File: src/rtl/cla_result_accumulator_pkg.sv
// Shared definitions for the CLA result accumulator.
// Holds the state encodings and the CLA result word width. The CLA wrapper
// and this block both use the result width.
package cla_result_accumulator_pkg;

    // Width of a CLA result word {c_out, sum[3:0]}
    localparam int unsigned CLA_RES_W = 5;

    // Accumulator FSM states
    typedef enum logic {
        ST_ACCUM = 1'b0,
        ST_HOLD  = 1'b1
    } state_e;

endpackage : cla_result_accumulator_pkg

File: src/rtl/cla_result_accumulator_sat_add.sv
// Combinational saturating adder: y = min(a + b, 2^W-1).
// Ports:
//   a   - W-bit running total
//   b   - CLA result word, zero-extended before the add
//   y   - saturated sum
//   sat - high when the unsaturated sum exceeds 2^W-1
module sat_add
    import cla_result_accumulator_pkg::*;
#(
    parameter int unsigned W = 12
) (
    input  logic [W-1:0]         a,
    input  logic [CLA_RES_W-1:0] b,
    output logic [W-1:0]         y,
    output logic                 sat
);

    logic [W:0] sum_full;

    // One extra bit catches the carry out of the W-bit total
    assign sum_full = {1'b0, a} + (W+1)'(b);
    assign sat      = sum_full[W];
    assign y        = sat ? {W{1'b1}} : sum_full[W-1:0];

endmodule : sat_add

File: src/rtl/cla_result_accumulator.sv
// Frame accumulator for CLA result words.
// Sums FRAME_LEN accepted samples (or fewer when flush closes the frame early)
// into a saturating ACC_W-bit total, then holds the result until it is taken.
// Ports:
//   clk, rst_n          - clock, asynchronous active-low reset
//   in_data/valid/ready - CLA result word input handshake
//   flush               - close the current non-empty frame early
//   out_sum/count/ovf   - frame total, sample count, saturation flag
//   out_valid/ready     - output handshake
module cla_result_accumulator
    import cla_result_accumulator_pkg::*;
#(
    parameter int unsigned ACC_W     = 12,
    parameter int unsigned FRAME_LEN = 8,
    parameter int unsigned CNT_W     = 4
) (
    input  logic                 clk,
    input  logic                 rst_n,
    input  logic [CLA_RES_W-1:0] in_data,
    input  logic                 in_valid,
    output logic                 in_ready,
    input  logic                 flush,
    output logic [ACC_W-1:0]     out_sum,
    output logic [CNT_W-1:0]     out_count,
    output logic                 out_ovf,
    output logic                 out_valid,
    input  logic                 out_ready
);

    state_e             state_q, state_d;
    logic [ACC_W-1:0]   acc_q, acc_d;
    logic [CNT_W-1:0]   cnt_q, cnt_d;
    logic               ovf_q, ovf_d;
    logic [ACC_W-1:0]   out_sum_q, out_sum_d;
    logic [CNT_W-1:0]   out_count_q, out_count_d;
    logic               out_ovf_q, out_ovf_d;
    logic               out_valid_q, out_valid_d;
    logic               in_ready_q, in_ready_d;

    logic               accept;
    logic [ACC_W-1:0]   add_y;
    logic               add_sat;
    logic [CNT_W:0]     cnt_inc;
    logic [ACC_W-1:0]   acc_upd;
    logic [CNT_W-1:0]   cnt_upd;
    logic               ovf_upd;
    logic               close;

    sat_add #(
        .W (ACC_W)
    ) u_sat_add (
        .a   (acc_q),
        .b   (in_data),
        .y   (add_y),
        .sat (add_sat)
    );

    // in_ready_q is only ever high in ACCUM, so it alone qualifies an accept
    assign accept  = in_valid & in_ready_q;
    assign cnt_inc = {1'b0, cnt_q} + (CNT_W+1)'(1);

    // Frame state as it would be after this cycle's sample, before any close
    assign acc_upd = accept ? add_y : acc_q;
    assign cnt_upd = accept ? cnt_inc[CNT_W-1:0] : cnt_q;
    assign ovf_upd = ovf_q | (accept & add_sat);
    assign close   = (accept && (cnt_inc == (CNT_W+1)'(FRAME_LEN)))
                   || (flush && ((cnt_q != '0) || accept));

    // Next-state and output-register logic
    always_comb begin
        state_d     = state_q;
        acc_d       = acc_q;
        cnt_d       = cnt_q;
        ovf_d       = ovf_q;
        out_sum_d   = out_sum_q;
        out_count_d = out_count_q;
        out_ovf_d   = out_ovf_q;
        out_valid_d = out_valid_q;

        case (state_q)
            ST_ACCUM: begin
                if (close) begin
                    out_sum_d   = acc_upd;
                    out_count_d = cnt_upd;
                    out_ovf_d   = ovf_upd;
                    out_valid_d = 1'b1;
                    state_d     = ST_HOLD;
                    acc_d       = '0;
                    cnt_d       = '0;
                    ovf_d       = 1'b0;
                end else begin
                    acc_d = acc_upd;
                    cnt_d = cnt_upd;
                    ovf_d = ovf_upd;
                end
            end
            ST_HOLD: begin
                if (out_valid_q && out_ready) begin
                    out_valid_d = 1'b0;
                    state_d     = ST_ACCUM;
                end
            end
            default: state_d = ST_ACCUM;
        endcase

        in_ready_d = (state_d == ST_ACCUM);
    end

    // State and output registers
    always_ff @(posedge clk or negedge rst_n) begin
        if (!rst_n) begin
            state_q     <= ST_ACCUM;
            acc_q       <= '0;
            cnt_q       <= '0;
            ovf_q       <= 1'b0;
            out_sum_q   <= '0;
            out_count_q <= '0;
            out_ovf_q   <= 1'b0;
            out_valid_q <= 1'b0;
            in_ready_q  <= 1'b0;
        end else begin
            state_q     <= state_d;
            acc_q       <= acc_d;
            cnt_q       <= cnt_d;
            ovf_q       <= ovf_d;
            out_sum_q   <= out_sum_d;
            out_count_q <= out_count_d;
            out_ovf_q   <= out_ovf_d;
            out_valid_q <= out_valid_d;
            in_ready_q  <= in_ready_d;
        end
    end

    assign in_ready  = in_ready_q;
    assign out_sum   = out_sum_q;
    assign out_count = out_count_q;
    assign out_ovf   = out_ovf_q;
    assign out_valid = out_valid_q;

endmodule : cla_result_accumulator

File: config.mk
export PLATFORM = sky130hd
export DESIGN_NAME = cla_result_accumulator
export DESIGN_NICKNAME = d
export VERILOG_FILES = /design/src/rtl/cla_result_accumulator_pkg.sv /design/src/rtl/cla_result_accumulator_sat_add.sv /design/src/rtl/cla_result_accumulator.sv
export SDC_FILE = /design/constraint.sdc
export NUM_CORES = 1
export LEC_CHECK = 0
export BUFFER_PORTS_ARGS = -buffer_cell sky130_fd_sc_hd__buf_2
export CAP_MARGIN = 20
export CELL_PAD_IN_SITES_DETAIL_PLACEMENT = 0
export CELL_PAD_IN_SITES_GLOBAL_PLACEMENT = 2
export CORE_ASPECT_RATIO = 0.75
export CORE_MARGIN = 2
export CORE_UTILIZATION = 38
export DETAILED_ROUTE_END_ITERATION = 6
export PLACE_DENSITY_LB_ADDON = 0.1
export SLEW_MARGIN = 20
export SYNTH_ARGS = -nofsm -noshare
export SYNTH_HDL_FRONTEND = slang
export SYNTH_SLANG_ARGS = --single-unit
File: constraint.sdc
create_clock -name clk -period 4.5 [get_ports clk]
set_input_delay 0.675 -clock clk [delete_from_list [all_inputs] [get_ports clk]]
set_output_delay 0.675 -clock clk [all_outputs]
set_load 0.005 [all_outputs]
* After elaboration in Yosys (flattened, before gate mapping)
Cells that the tools add are included.
** Cells by class
- Bitwise gates (word level) :: 5
- Mux-type cells :: 12
- Add/subtract/negate cells :: 2
- Reduce and logical (&&, ||, !) cells :: 8
- Eq/ne operators :: 3
** Operators by type and width (count)
- two-way mux 12 bit :: 3
- adder 12 x 5 -> 13 bit :: 1
- two-way mux 4 bit :: 2
- adder 4 x 1 -> 5 bit, second input constant :: 1
- equality test 5 x 4 -> 1 bit, second input constant :: 1
- two-way mux 1 bit :: 5
- case mux 1 bit (2 select lines) :: 2
- AND reduction 2 bit :: 2
- nonzero test 4 bit :: 1
- logical AND 1 bit :: 3
- AND 1 bit :: 2
- logical OR 1 bit :: 2
- inequality test 2 x 1 -> 1 bit, second input constant :: 1
- inequality test 2 bit, second input constant :: 1
- NOT 1 bit :: 2
- OR 1 bit :: 1
** Storage, ports and cells
- Flip-flop bits (word level) :: 37
- Word-level logic and storage cells :: 39
- Bits of input ports :: 10
- Output and inout port bits :: 19

* Longest topological paths before layout
- Depth after elaboration :: 7
- Mapped depth :: 8
- Gate-level depth less buffers :: 7

* By module
From an unflattened synthesis, not the netlist that was laid out.
** Unflattened totals
- Cell total of the unflattened synthesis :: 214
- Area total of the unflattened synthesis :: 2193.4 um^2
** By module, submodules not included
- cla_result_accumulator :: area each 1798.0 um^2, cells an instance 160, instances 1
- sat_add :: area each 395.4 um^2, cells an instance 54, instances 1

* Least setup slack after synthesis
No wires, ideal clock.
- Path type :: input-to-reg
- Start :: input port in_data[0]
- End :: register acc_q[5]
- Arrival :: 2.326 ns
- Buffers on the path :: 1
- Cell stages on the path :: 8
- Path slack :: 2.053 ns
- Library setup time :: 0.121 ns
- Required time :: 4.379 ns
- Cell sequence :: ha_1 > fa_1 > a21oi_1 > o21ai_0 > nand3b_1 > clkbuf_1 > o21ai_0 > a22o_1
** On the way
- Longest elaborated chain between the ends :: 4
** RTL lines
- from (decl) :: line cla_result_accumulator.sv:19 : input logic [CLA_RES_W-1:0] in_data,
- adder 12 x 5 -> 13 bit :: line cla_result_accumulator_sat_add.sv:21 : assign sum_full = {1'b0, a} + (W+1)'(b);
- two-way mux 12 bit :: line cla_result_accumulator_sat_add.sv:23 : assign y = sat ? {W{1'b1}} : sum_full[W-1:0];
- two-way mux 12 bit :: line cla_result_accumulator.sv:63 : assign acc_upd = accept ? add_y : acc_q;
- two-way mux 12 bit :: line cla_result_accumulator.sv:82 : if (close) begin
- to (signal assigned) :: line cla_result_accumulator.sv:113 : acc_q <= '0;
- to (signal assigned) :: line cla_result_accumulator.sv:123 : acc_q <= acc_d;
- to (decl) :: line cla_result_accumulator.sv:31 : logic [ACC_W-1:0] acc_q, acc_d;
Every way passes these cells.
A chain may end at the register's enable or synchronous reset.

* Final worst setup path
- Start :: input port in_data[0]
- End :: register out_sum_q[4], in the netlist out_sum[4]
** On the way
- Longest elaborated chain between the ends :: 3
** RTL lines
- adder 12 x 5 -> 13 bit :: line cla_result_accumulator_sat_add.sv:21
- two-way mux 12 bit :: line cla_result_accumulator_sat_add.sv:23
- two-way mux 12 bit :: line cla_result_accumulator.sv:63
- to (signal assigned) :: line cla_result_accumulator.sv:126 : out_sum_q <= out_sum_d;
- to (decl) :: line cla_result_accumulator.sv:34 : logic [ACC_W-1:0] out_sum_q, out_sum_d;
Every way passes these cells.

==> qor.csv <==
stage,metric,value,unit
critical_path,path_max_fanout,11,
clocking,cts_root_buffer,clkbuf_8,
placed_design,gp_congestion,0.770,
critical_path,timing.rr.end,out_sum[4]$_DFFE_PN0P_,
critical_path,worstPathCellList,buf_2 -> ha_1 -> fa_1 -> a21oi_1 -> o21ai_0 -> nand3b_1 -> o211ai_1 -> mux2_2,
global_route,grt_usage,0.180,
placed_design,numPortBuffers,28,
routing,drc,0,
routing,ant_nets,0,
placed_design,placed_area,0.00222,sq mm
yosys,ys_async_sr_fraction,1.00,
critical_path,crit_buf_inv,1,
yosys,ys_seq_area_frac,0.457,
floorplanning,coreArea,0.00501,sq mm
power_and_ir_drop,power.switching,0.000387,W
finish,final_area,0.00232,sq mm
clocking,cts_hold_buffers,0,
critical_path,ff2ff_path_depth,7,
critical_path,slowest_delay,410,ps
routing,drt_first_pass_iters,4,
clocking,cts_setup_buffers,0,
routing,wire_per_inst,14.9,microns
yosys,synth_area_leader_cell,dfrtp_1,
critical_path,crit_path_top_delay_cell,fa_1,
floorplanning,die_w,88.3,microns
critical_path,cp-start-kind,primary input,
yosys,mappedNetlistArea,0.00203,sq mm
power_and_ir_drop,intPower,0.000725,W
power_and_ir_drop,vdd_drop_max,0.221,mV
finish,drive_above_1_share,0.176,
floorplanning,io_pins,29,
critical_path,end_kind,flop,
critical_path,cp_data_required_time,4680,ps
yosys,synth_xor_area_frac,0.0476,
yosys,synthAdderAreaFrac,0.0593,
critical_path,critical_path_arrival,2700,ps
yosys,synthTopCellsByCount,"37 x dfrtp_1, 25 x nand2_1, 21 x nor2_1",
timing,rsz0062_at_grt,no,
routing,routed_wl,4640,microns
routing,drtIter0Drc,57,
timing,fin_crit_sh,0.560,
floorplanning,die_y,67.2,microns
power_and_ir_drop,pwr-share-comb,0.314,
routing,vias,1623,
floorplanning,initial_core_util,0.404,
timing,slew_headroom,0.425,
routing,viasPerCell,5.22,
clocking,clock_sinks,37,
global_route,grt_overflow,0,
outcome,status,"complete, no violations",
yosys,synth_edf_count,0,
yosys,yosysMostFrequentCell,dfrtp_1,
power_and_ir_drop,swShare,0.348,
critical_path,r2r_slack,2060,ps
clocking,ctsResizeCount,0,
clocking,clk_latency,290,ps
power_and_ir_drop,pwr-share-clk,0.255,
yosys,avgSynthCellArea,9.60,sq um
min_path,hp-class,in2async,
timing,setup_viol,0,
timing,clock_skew,6.49,ps
flow_run,cap_violations,0,
yosys,netlist_instances,211,
timing,drv_slew,0,
yosys,synth_top_family_by_area,compound AO/OA/AOI/OAI gates,
clocking,cts_tree,done,
finish,utilization,0.464,
yosys,synth.area.top_cells,"dfrtp_1 46%, ha_1 4.9%, o21ai_0 4.9%, nand2_1 4.6%, a21oi_1 4.0%",
clocking,cts_buffers,5,
yosys,syn-num-nets,230,
yosys,synth.distinct_cells,42,
yosys,synth-simple-area-share,0.137,
timing,fmax,397,MHz
finish,synthToLayoutAreaGrowth,14.7,%
clocking,h-tree-depth,2,
finish,nets,258,
global_route,grt_pass1_vias,1656,
global_route,grt_pass1_wl,8090,microns
timing,tns,0,ps
yosys,yosysWarnings,0,
power_and_ir_drop,power.density,478,mW/mm^2
critical_path,critical_path.top_delay_family,adder cells,
finish,n_antenna_cell,0,
placed_design,post-dp-hpwl,3360,microns
yosys,synth_compound_gate_area_share,0.251,
yosys,synth_top_area_share,0.457,
timing,worstMarginPinSlew,863,ps
clocking,path_clk_slew,70,ps
yosys,ys_seq_elements,37,
timing,post-route-min-period,2520,ps
floorplanning,std_cell_rows,22,
floorplanning,dieArea,0.00594,sq mm
timing,hold_viol_final,0,
global_route,grt_antenna_before_repair,0,
critical_path,path_class,in2reg,
timing,timing.hold.ws,474,ps
global_route,grt_start_max_net_pins,38,
yosys,muxShareOfSynthArea,0.0154,
yosys,synth_ff_type,dfrtp_1,
power_and_ir_drop,p_seq_frac,0.432,
power_and_ir_drop,p_leak,1.07,nW
clocking,max-clock-path-buffers,2,
critical_path,reg2reg_from,acc_q[0]$_DFFE_PN0N_,
==> worst max path at each step <==
stage / from / to / cells past startpoint
2_1_floorplan: in_data[0] / acc_q[5]$_DFFE_PN0N_ / 8
3_3_place_gp: in_data[0] / out_sum[4]$_DFFE_PN0P_ / 8
3_5_place_dp: in_data[0] / out_sum[4]$_DFFE_PN0P_ / 8
5_1_grt: in_data[0] / out_sum[4]$_DFFE_PN0P_ / 8
4_1_cts: in_data[0] / out_sum[4]$_DFFE_PN0P_ / 8
6_report: in_data[0] / out_sum[4]$_DFFE_PN0P_ / 8
==> registers in the layout (all words and copies together) (netlist names) <==
signal	cells
acc_q	12
cnt_q	4
state_q	1
out_valid	1
in_ready	1
out_sum	12
ovf_q	1
out_count	4
out_ovf	1
==> routing by layer <==
layer | vias up | track usage | part of all wire
met2 | 28 | 0.278 | 0.46
met1 | 779 | 0.248 | 0.49
li1 | 807 | - | -
met3 | 9 | 0.0428 | 0.033
met5 | - | 0 | 0
met4 | 0 | 0.0644 | 0.016
==> kinds of logic (layout without fill, tap and decap cells) <==
logic type,Yosys count,after routing
DFF,37,37
AOI/OAI and AO/OA,73,73
and+or+nand+nor,63,63
xor gates and xnor gates,11,11
buffers and inverters,15,43
adders and majority gates,9,9
muxes,3,3
==> power groups by stage <==
stage	Sequential, W	Combinational, W	Clock [W]
finish	0.000480	0.000349	0.000283
global route	0.000492	0.000401	0.000307
CTS	0.000480	0.000354	0.000293
detailed placement	0.000486	0.000352	0
global placement	0.000484	0.000342	0
floorplan	0.000475	0.000236	0
==> cells in the final DEF (no fill, tap or decap), types with 3 or more instances in the layout <==
cell      instances
inv_1             8
ha_1              8
nand2_1          25
nor2_1           21
o21a_1            3
xnor2_1           6
clkbuf_8          5
xor2_1            5
a22o_1            7
nand3_1           6
o21ai_0          20
dfrtp_1          37
a21o_1            7
buf_2            28
a21oi_1          16
==> through the flow <==
stage	power, W	setup WS (ps)	instances
3_5_place_dp	0.000837	1680	304
4_1_cts	0.00113	1980	311
3_3_place_gp	0.000826	1720	304
6_report	0.00111	1980	311
5_1_grt	0.00120	1780	311
2_1_floorplan	0.000710	2050	211
==> cell type report <==
| class | count | area [sq um] |
|---|---|---|
| sequential | 37 | 926 |
| clock buffer | 5 | 68.8 |
| inverter | 8 | 30.0 |
| clock inverter | 2 | 35.0 |
| fill | 512 | 2690 |
| tap | 72 | 90.1 |
| timing repair buffer | 28 | 140 |
| multi-input combinational | 159 | 1030 |
No activity file was read; power rests on OpenSTA's default activity.
